===== config.mk =====
export PLATFORM = sky130hd
export DESIGN_NAME = brightness_sequencer
export DESIGN_NICKNAME = d
export VERILOG_FILES = /design/src/rtl/brightness_sequencer_pkg.sv /design/src/rtl/button_debounce.sv /design/src/rtl/brightness_sequencer.sv
export SDC_FILE = /design/constraint.sdc
export NUM_CORES = 1
export LEC_CHECK = 0
export BUFFER_PORTS_ARGS = -buffer_cell sky130_fd_sc_hd__buf_4
export CORE_UTILIZATION = 60
export DETAILED_ROUTE_END_ITERATION = 8
export PLACE_DENSITY = 0.77
export SLEW_MARGIN = 20
export SYNTH_ARGS = -nofsm -noshare
export SYNTH_HDL_FRONTEND = slang
export SYNTH_HIERARCHICAL = 1
export SYNTH_SLANG_ARGS = --single-unit

===== constraint.sdc =====
create_clock -name CLK100MHZ -period 3.4 [get_ports CLK100MHZ]
set_input_delay 0 -clock CLK100MHZ [delete_from_list [all_inputs] [get_ports CLK100MHZ]]
set_output_delay 0 -clock CLK100MHZ [all_outputs]
set_load 0.05 [all_outputs]

===== src/rtl/brightness_sequencer_pkg.sv =====
// ============================================================================
// Module      : brightness_sequencer_pkg
// Description : Shared mode/state encodings and level width for the
//               brightness sequencer and the downstream PWM stage.
// Revision    : 1.0 - initial release
// ============================================================================
`default_nettype none

package brightness_sequencer_pkg;

    localparam int                 LEVEL_W   = 4;
    localparam logic [LEVEL_W-1:0] LEVEL_MAX = 4'd15;

    typedef enum logic [1:0] {
        MODE_MANUAL  = 2'b00,
        MODE_BREATHE = 2'b01,
        MODE_SAW     = 2'b10,
        MODE_STEP    = 2'b11
    } mode_e;

    typedef enum logic [2:0] {
        ST_MANUAL  = 3'd0,
        ST_BR_UP   = 3'd1,
        ST_BR_DOWN = 3'd2,
        ST_SAW     = 3'd3,
        ST_STEP    = 3'd4
    } state_e;

endpackage

`default_nettype wire


===== src/rtl/button_debounce.sv =====
// ============================================================================
// Module      : button_debounce
// Description : Two-flop synchroniser, stability counter and press pulse for
//               one raw active-high pushbutton.
// Revision    : 1.0 - initial release
// ============================================================================
`default_nettype none

module button_debounce #(
    parameter int DEBOUNCE_CYCLES = 1000000
) (
    input  logic clk,
    input  logic rst_n,
    input  logic btn_raw,
    output logic press
);

    localparam int               CNT_W    = (DEBOUNCE_CYCLES > 2) ? $clog2(DEBOUNCE_CYCLES) : 1;
    localparam logic [CNT_W-1:0] CNT_LAST = CNT_W'(DEBOUNCE_CYCLES - 1);

    logic             sync1_q, sync1_d;
    logic             sync2_q, sync2_d;
    logic             stable_q, stable_d;
    logic [CNT_W-1:0] cnt_q, cnt_d;
    logic             press_q, press_d;

    always_comb begin
        sync1_d  = btn_raw;
        sync2_d  = sync1_q;
        stable_d = stable_q;
        cnt_d    = '0;
        press_d  = 1'b0;
        // Any sample agreeing with the accepted state restarts the count.
        if (sync2_q != stable_q) begin
            if (cnt_q == CNT_LAST) begin
                stable_d = sync2_q;
                press_d  = sync2_q;
            end else begin
                cnt_d = cnt_q + CNT_W'(1);
            end
        end
    end

    always_ff @(posedge clk or negedge rst_n) begin
        if (!rst_n) begin
            sync1_q  <= 1'b0;
            sync2_q  <= 1'b0;
            stable_q <= 1'b0;
            cnt_q    <= '0;
            press_q  <= 1'b0;
        end else begin
            sync1_q  <= sync1_d;
            sync2_q  <= sync2_d;
            stable_q <= stable_d;
            cnt_q    <= cnt_d;
            press_q  <= press_d;
        end
    end

    assign press = press_q;

endmodule

`default_nettype wire


===== src/rtl/brightness_sequencer.sv =====
// ============================================================================
// Module      : brightness_sequencer
// Description : Selects the PWM duty level from manual switches, a breathing
//               triangle, a sawtooth ramp or debounced up/down buttons.
// Revision    : 1.0 - initial release
// ============================================================================
`default_nettype none

module brightness_sequencer
    import brightness_sequencer_pkg::*;
#(
    parameter int STEP_DIV        = 6250000,
    parameter int DEBOUNCE_CYCLES = 1000000
) (
    input  logic               CLK100MHZ,
    input  logic               CPU_RESETN,
    input  logic [1:0]         mode,
    input  logic [LEVEL_W-1:0] manual_level,
    input  logic               btn_up,
    input  logic               btn_down,
    output logic [LEVEL_W-1:0] level,
    output logic               level_changed,
    output logic               step_tick
);

    localparam int                PRESC_W    = (STEP_DIV > 2) ? $clog2(STEP_DIV) : 1;
    localparam logic [PRESC_W-1:0] PRESC_LAST = PRESC_W'(STEP_DIV - 1);

    logic [1:0]         mode_s1_q, mode_s1_d;
    logic [1:0]         mode_s2_q, mode_s2_d;
    logic [LEVEL_W-1:0] man_s1_q, man_s1_d;
    logic [LEVEL_W-1:0] man_s2_q, man_s2_d;
    logic [PRESC_W-1:0] presc_q, presc_d;
    state_e             state_q, state_d;
    logic [LEVEL_W-1:0] level_q, level_d;
    logic               level_changed_q, level_changed_d;

    state_e             eff_state;
    logic               tick;
    logic               up_press;
    logic               down_press;

    button_debounce #(
        .DEBOUNCE_CYCLES (DEBOUNCE_CYCLES)
    ) u_debounce_up (
        .clk     (CLK100MHZ),
        .rst_n   (CPU_RESETN),
        .btn_raw (btn_up),
        .press   (up_press)
    );

    button_debounce #(
        .DEBOUNCE_CYCLES (DEBOUNCE_CYCLES)
    ) u_debounce_down (
        .clk     (CLK100MHZ),
        .rst_n   (CPU_RESETN),
        .btn_raw (btn_down),
        .press   (down_press)
    );

    assign tick = (presc_q == PRESC_LAST);

    always_comb begin
        mode_s1_d = mode;
        mode_s2_d = mode_s1_q;
        man_s1_d  = manual_level;
        man_s2_d  = man_s1_q;
        presc_d   = tick ? '0 : presc_q + PRESC_W'(1);
    end

    // The synchronised mode picks the state whose rule applies this cycle,
    // so a tick coinciding with a mode change follows the new mode.
    always_comb begin
        eff_state = ST_MANUAL;
        case (mode_s2_q)
            MODE_MANUAL:  eff_state = ST_MANUAL;
            MODE_BREATHE: begin
                if (state_q == ST_BR_UP || state_q == ST_BR_DOWN)
                    eff_state = state_q;
                else if (level_q == LEVEL_MAX)
                    eff_state = ST_BR_DOWN;
                else
                    eff_state = ST_BR_UP;
            end
            MODE_SAW:     eff_state = ST_SAW;
            default:      eff_state = ST_STEP;
        endcase
    end

    always_comb begin
        state_d = eff_state;
        level_d = level_q;
        case (eff_state)
            ST_MANUAL: level_d = man_s2_q;
            ST_BR_UP: begin
                if (tick) begin
                    if (level_q == LEVEL_MAX) begin
                        level_d = LEVEL_MAX - LEVEL_W'(1);
                        state_d = ST_BR_DOWN;
                    end else begin
                        level_d = level_q + LEVEL_W'(1);
                    end
                end
            end
            ST_BR_DOWN: begin
                if (tick) begin
                    if (level_q == '0) begin
                        level_d = LEVEL_W'(1);
                        state_d = ST_BR_UP;
                    end else begin
                        level_d = level_q - LEVEL_W'(1);
                    end
                end
            end
            ST_SAW: begin
                if (tick)
                    level_d = level_q + LEVEL_W'(1);
            end
            ST_STEP: begin
                if (up_press && !down_press && level_q != LEVEL_MAX)
                    level_d = level_q + LEVEL_W'(1);
                else if (down_press && !up_press && level_q != '0)
                    level_d = level_q - LEVEL_W'(1);
            end
            default: state_d = ST_MANUAL;
        endcase
        level_changed_d = (level_d != level_q);
    end

    always_ff @(posedge CLK100MHZ or negedge CPU_RESETN) begin
        if (!CPU_RESETN) begin
            mode_s1_q       <= 2'b00;
            mode_s2_q       <= 2'b00;
            man_s1_q        <= '0;
            man_s2_q        <= '0;
            presc_q         <= '0;
            state_q         <= ST_MANUAL;
            level_q         <= '0;
            level_changed_q <= 1'b0;
        end else begin
            mode_s1_q       <= mode_s1_d;
            mode_s2_q       <= mode_s2_d;
            man_s1_q        <= man_s1_d;
            man_s2_q        <= man_s2_d;
            presc_q         <= presc_d;
            state_q         <= state_d;
            level_q         <= level_d;
            level_changed_q <= level_changed_d;
        end
    end

    assign level         = level_q;
    assign level_changed = level_changed_q;
    assign step_tick     = tick;

endmodule

`default_nettype wire


### Word-level counts from Yosys, hierarchy flattened

Index checks and enable logic that the tools add are counted.

* $add $sub $neg: 5
* $mul: 0
* div/mod/pow operators: 0
* order comparisons: 0
* eq/ne operators: 16
* shift-type cells: 0
* muxes and demuxes: 25
* bitwise operators: 0
* reductions and logical operators: 14

Operators by type and width (number)
* $mux W20: 4
* $add A20 B1 Y20 const B: 2
* $eq A20 B20 Y1 const B: 2
* $mux W4: 7
* $add A23 B1 Y23 const B: 1
* $eq A23 B23 Y1 const B: 1
* $mux W23: 1
* $pmux W4 S5: 1
* $pmux W3 S3: 2
* $mux W3: 5
* $eq A3 B2 Y1 const B: 3
* $eq A3 B1 Y1 const B: 2
* $add A4 B1 Y4 const B: 1
* $eq A4 B4 Y1 const B: 1
* $logic_and A1 B1 Y1: 4
* $logic_not A4 Y1: 1
* $mux W1: 4
* $ne A4 B4 Y1: 1
* $ne A4 B4 Y1 const B: 1
* $reduce_and A2 Y1: 2
* $reduce_bool A4 Y1: 1
* $sub A4 B1 Y4 const B: 1
* $eq A3 B3 Y1 const B: 1
* $logic_not A3 Y1: 1
* 8 further kinds: 10

* register bits: 91
* latch bits: 0
* bits in writable memories: 0
* ROM bits: 0
* input port bits: 10
* output and inout port bits: 6
* logic and storage cells: 78
* memories: 0

### Depth between registers and ports, before layout

* depth after elaboration: 7
* depth in mapped cells: 9
* mapped depth without buffers: 9

### By module

Netlist, hierarchy kept.

By module, submodules not included
* button_debounce: times used 2, cells an instance 107, area an instance 1184.9 µm², sequential area each 600.6 µm²
* brightness_sequencer: times used 1, cells an instance 222, area an instance 2247.2 µm², sequential area each 1076.0 µm²

### Worst setup path before layout

OpenSTA, ideal clock, no wires.

* kind: register to register
* start: register level_q[0], in the netlist level[0]
* end: register level_changed_q, in the netlist level_changed
* library setup time: 138 ps
* arrival: 2717 ps
* required time: 3262 ps
* path slack: 544 ps
* cell stages (with the launch flop): 10
* path buffers: 0
* period minus slack after synthesis: 2856 ps
* cell sequence: dfrtp_1 > inv_1 > ha_1 > nor3b_2 > a2bb2oi_1 > a211o_1 > a22oi_1 > nand3_1 > xnor2_1 > or4b_1

* cells in the longest elaborated chain, start to end: 7
* elaborated cells on any way between the ends: 25
* those cells by class: add/sub (2); eq/ne (7); mux (11); reduce/logical (5)

RTL lines
* start, declared: line brightness_sequencer.sv:35 `logic [LEVEL_W-1:0] level_q, level_d;`
* start signal, assigned: line brightness_sequencer.sv:147 `level_q <= level_d;`
* $eq A4 B4 Y1: line brightness_sequencer.sv:80, brightness_sequencer.sv:97
* $mux W2: line brightness_sequencer.sv:80 `else if (level_q == LEVEL_MAX)`
* $mux W3: line brightness_sequencer.sv:78 `if (state_q == ST_BR_UP || state_q == ST_BR_DOWN)`
* $pmux W3 S3: line brightness_sequencer.sv:75 `case (mode_s2_q)`
* $eq A3 B3 Y1, or another cell as far along: line brightness_sequencer.sv:93 `case (eff_state)`
* $pmux W4 S5 *: line brightness_sequencer.sv:93
* via level_d[1]: line brightness_sequencer.sv:35
* $ne A4 B4 Y1 *: line brightness_sequencer.sv:127 `level_changed_d = (level_d != level_q);`
* via level_changed_d: line brightness_sequencer.sv:36 `logic level_changed_q, level_changed_d;`
* end signal, assigned: line brightness_sequencer.sv:148 `level_changed_q <= level_changed_d;`
* end, declared: line brightness_sequencer.sv:36

Mark *: on every way through the listed nets, which the timed path passes. The rest lies on a longest branch.
A chain may end at the register's enable or synchronous reset.

### Worst setup path after layout

* start: register level_q[0], in the netlist level[0]
* end: register level_changed_q, in the netlist level_changed

* cells in the longest elaborated chain, start to end: 7
* elaborated cells on any way between the ends: 25
* those cells by class: add/sub (2); eq/ne (7); mux (11); reduce/logical (5)

RTL lines (line)
* $eq A4 B4 Y1: brightness_sequencer.sv:80, brightness_sequencer.sv:97
* $mux W2: brightness_sequencer.sv:80
* $mux W3: brightness_sequencer.sv:78
* $pmux W3 S3: brightness_sequencer.sv:75
* $eq A3 B3 Y1, or another cell as far along: brightness_sequencer.sv:93
* $pmux W4 S5: brightness_sequencer.sv:93
* $ne A4 B4 Y1 *: brightness_sequencer.sv:127
* via level_changed_d: brightness_sequencer.sv:36

Marks and branches as above.

==> results by group <==
Logic synthesis
  – Ys flop type: dfrtp_1
  – Synth Register Bits: between 90 and 100
  – Top cell type by total area after synthesis: dfrtp_1
  – Synth async-reset ratio: 100%
  – Seq/Total Area, Yosys: around 49%
  – Mapped Area: between 4000 and 5000 um2
  – Post-synth top cells: 91 x dfrtp_1, 51 x nor2_1, 32 x nand2_1, 27 x xnor2_1, 25 x xor2_1
  – Synthesized net count: about 450
  – Post-synthesis cell count: about 440
  – Most frequent cell after synthesis: dfrtp_1
  – Number of synthesized flops with an enable pin: 0
  – Avg Synthesized Cell Area: approximately 11 um2
  – Synth unique cells: 64
  – Synth Warn #: 6
  – Synth top area cells: dfrtp_1 49%, xnor2_1 5.1%, xor2_1 4.7%, nor2_1 4.1%, nand2_1 2.6%
  – Synth top area share: between 40% and 50%

Cells and area
  – Cell area after layout: just over 5000 um2
  – Layout cell share with drive strength beyond 1: ~13%
  – Ant diodes: 0
  – # fillers: 547
  – Fin nets: around 480
  – Final Core Density: around 70%
  – Synthesis-to-layout area growth: 11.2%

Worst setup path
  – Largest delay share family, worst path: simple AND/OR/NAND/NOR gates
  – RR Startpoint: level[0]$_DFF_PN0_
  – Worst flop-to-flop path endpoint: level_changed$_DFF_PN0_
  – Setup crit end kind: register
  – Worst setup path class: register to register
  – CP required: 3.63 ns
  – CP Buf/Inv Count: 1
  – R2r setup slk: approximately 0.49 ns
  – Worst-path cell chain: inv_1 > ha_1 > nor3b_2 > nor2_1 > a32o_1 > xor2_1 > a221oi_1 > o32ai_1 > or4b_1
  – Worst r2r path cells: 9
  – CP max-delay cell: or4b_1
  – CP max stage delay: ~0.51 ns
  – Crit path launch type: register
  – Crit Path Max Fanout: 8
  – WP data arrival: around 3.1 ns

Global routing
  – First-pass GRT wire length: between 10000 and 15000 um
  – Total gr overflow: 0
  – Largest net degree at the start of global routing: 65
  – Total GRT Usage: between 20% and 30%
  – Initial antenna violation count: 0
  – Vias in the first global route: ~3200

Placement
  – Cell Area, Placed: approximately 4800 um2
  – I/O Buffers: 15
  – RePlAce Congestion: between 0.9 and 1
  – Hpwl dp: between 5000 and 6000 um
  – Pre-CTS setup slack: 0.521 ns

Status
  – Status: completed

Clock network
  – Post-cts hold buffer count: 9
  – Clock transition at path regs: around 0.09 ns
  – CTS tree: done
  – CTS max path bufs: 2
  – CTS root buf: clkbuf_8
  – CTS Sinks: slightly above 90
  – Resize count post-CTS: 0
  – Setup bufs post-CTS: 0
  – Clock Latency Late Sink: about 0.35 ns
  – Total number of H-tree levels: 3
  – CTS buffer count: 9

Drt
  – Pre-antenna DRT Iters: 4
  – DRC viols: 0
  – Via count: about 3400
  – 1st-iter DRT viols: 108
  – Via density per instance: between 5 and 6
  – Final wirelength: about 8600 um
  – Antenna-violating nets left: 0
  – Wire per inst: about 15 um

Timing
  – Slew HR: about a third
  – RSZ-0062 raised after global routing: no
  – Final Hold Fails: 0
  – Final period utilization: 85.6%
  – Fmax: approximately 0.34 GHz
  – Max Transition Viols Final: 0
  – Final Skew: 0.00908 ns
  – Worst slew pin tran: a little under 1 ns
  – Fin crit period: 2.91 ns
  – Final number of setup-violating endpoints: 0
  – Setup TNS: 0 ns
  – Setup WS post-layout: ~0.5 ns

Power
  – Leakage power: between 2 and 2.5 nW
  – Cell Pwr Density: about 430 nW/um2
  – Max rail drop VDD: roughly 0.3 mV
  – Power Total: ~2.2 mW

Die
  – Width of the die: 89.7 um
  – Initial core utilization: 63.0%
  – Row cnt: 31
  – Die area: between 8000 and 9000 um2
  – I/O pin count: 16
  – Die Y-Extent: ~90 um
  – Core area: around 7300 um2

Run
  – Max-cap violations: 0

Worst hold path
  – Worst min path class: input pin to async pin
## worst reg2reg max path, stage by stage, from the launching register on
cell	delay (ns)
dfrtp_1	0.50
inv_1	0.22
ha_1	0.20
nor3b_2	0.41
nor2_1	0.11
a32o_1	0.24
xor2_1	0.16
a221oi_1	0.31
o32ai_1	0.13
or4b_1	0.51
## final cells by class
cell class / instances / area (um2) / area share, %
sequential: 91 / 2280 / 44.3
clock inverter: 4 / 73.8 / 1.44
timing repair buffer: 26 / 218 / 4.24
clock buffer: 12 / 145 / 2.83
inverter: 8 / 30.0 / 0.585
multi-input combinational: 330 / 2270 / 44.2
tap: 99 / 124 / 2.41
## flip-flops by register name (all words and copies together) (netlist names), 3 cells and up
| register | flops |
|---|---|
| level | 4 |
| state_q | 3 |
| man_s2_q | 4 |
| u_debounce_up/cnt_q | 20 |
| man_s1_q | 4 |
| u_debounce_down/cnt_q | 20 |
| presc_q | 23 |
## per-layer routing
metal | part of all wire [%] | vias up | global-route usage [%]
li1 | - | 1645 | -
met1 | 46 | 1635 | 31.2
met2 | 48 | 65 | 35.3
met3 | 4.4 | 20 | 4.74
met4 | 1.9 | 0 | 9.70
met5 | 0 | - | 0
## how the worst max path moves through the flow
stage                                  start                      end  slack (ns)  cells past startpoint
after floorplan           level[0]$_DFF_PN0_  level_changed$_DFF_PN0_        0.54                      9
after global placement    level[0]$_DFF_PN0_  level_changed$_DFF_PN0_        0.63                      9
after detailed placement  level[0]$_DFF_PN0_  level_changed$_DFF_PN0_        0.52                      9
after CTS                 level[0]$_DFF_PN0_  level_changed$_DFF_PN0_        0.49                      9
after global routing      level[0]$_DFF_PN0_  level_changed$_DFF_PN0_        0.26                      9
final                     level[0]$_DFF_PN0_  level_changed$_DFF_PN0_        0.49                      9
## where the power goes
part	total [mW]	internal (mW)	switching (mW)
clock	0.799	0.435	0.364
sequential	1.15	1.11	0.0455
combinational	0.232	0.0910	0.141
## stage by stage
step,hold WS (ns),instances
finish,0.259,570
global route,0.273,570
CTS,0.274,570
detailed placement,0.111,545
global placement,0.109,545
floorplan,-0.296,436
## placed cells by master, fill, tap and decap left out, types with 11 or more instances in the layout
| master | Yosys | final |
|---|---|---|
| nand2_1 | 32 | 32 |
| nand3_1 | 18 | 18 |
| and3_1 | 15 | 15 |
| xnor2_1 | 27 | 27 |
| nor2_1 | 51 | 51 |
| nor3_1 | 12 | 12 |
| o21ai_0 | 11 | 11 |
| a21oi_1 | 20 | 20 |
| buf_4 | 2 | 17 |
| dfrtp_1 | 91 | 91 |
| xor2_1 | 25 | 25 |
## cells by family (layout without fill, tap and decap cells)
kind of cell / after synthesis / after routing / share of synthesized area (%)
compound gates: 64 / 64 / 10.0
simple gates: 201 / 201 / 25.9
fa+ha+maj: 6 / 6 / 1.63
buf+inv: 15 / 50 / 1.57
flops: 91 / 91 / 49.3
mux: 7 / 7 / 1.76
xor+xnor: 52 / 52 / 9.86
Note: power is estimated with default switching activity, not from simulation.
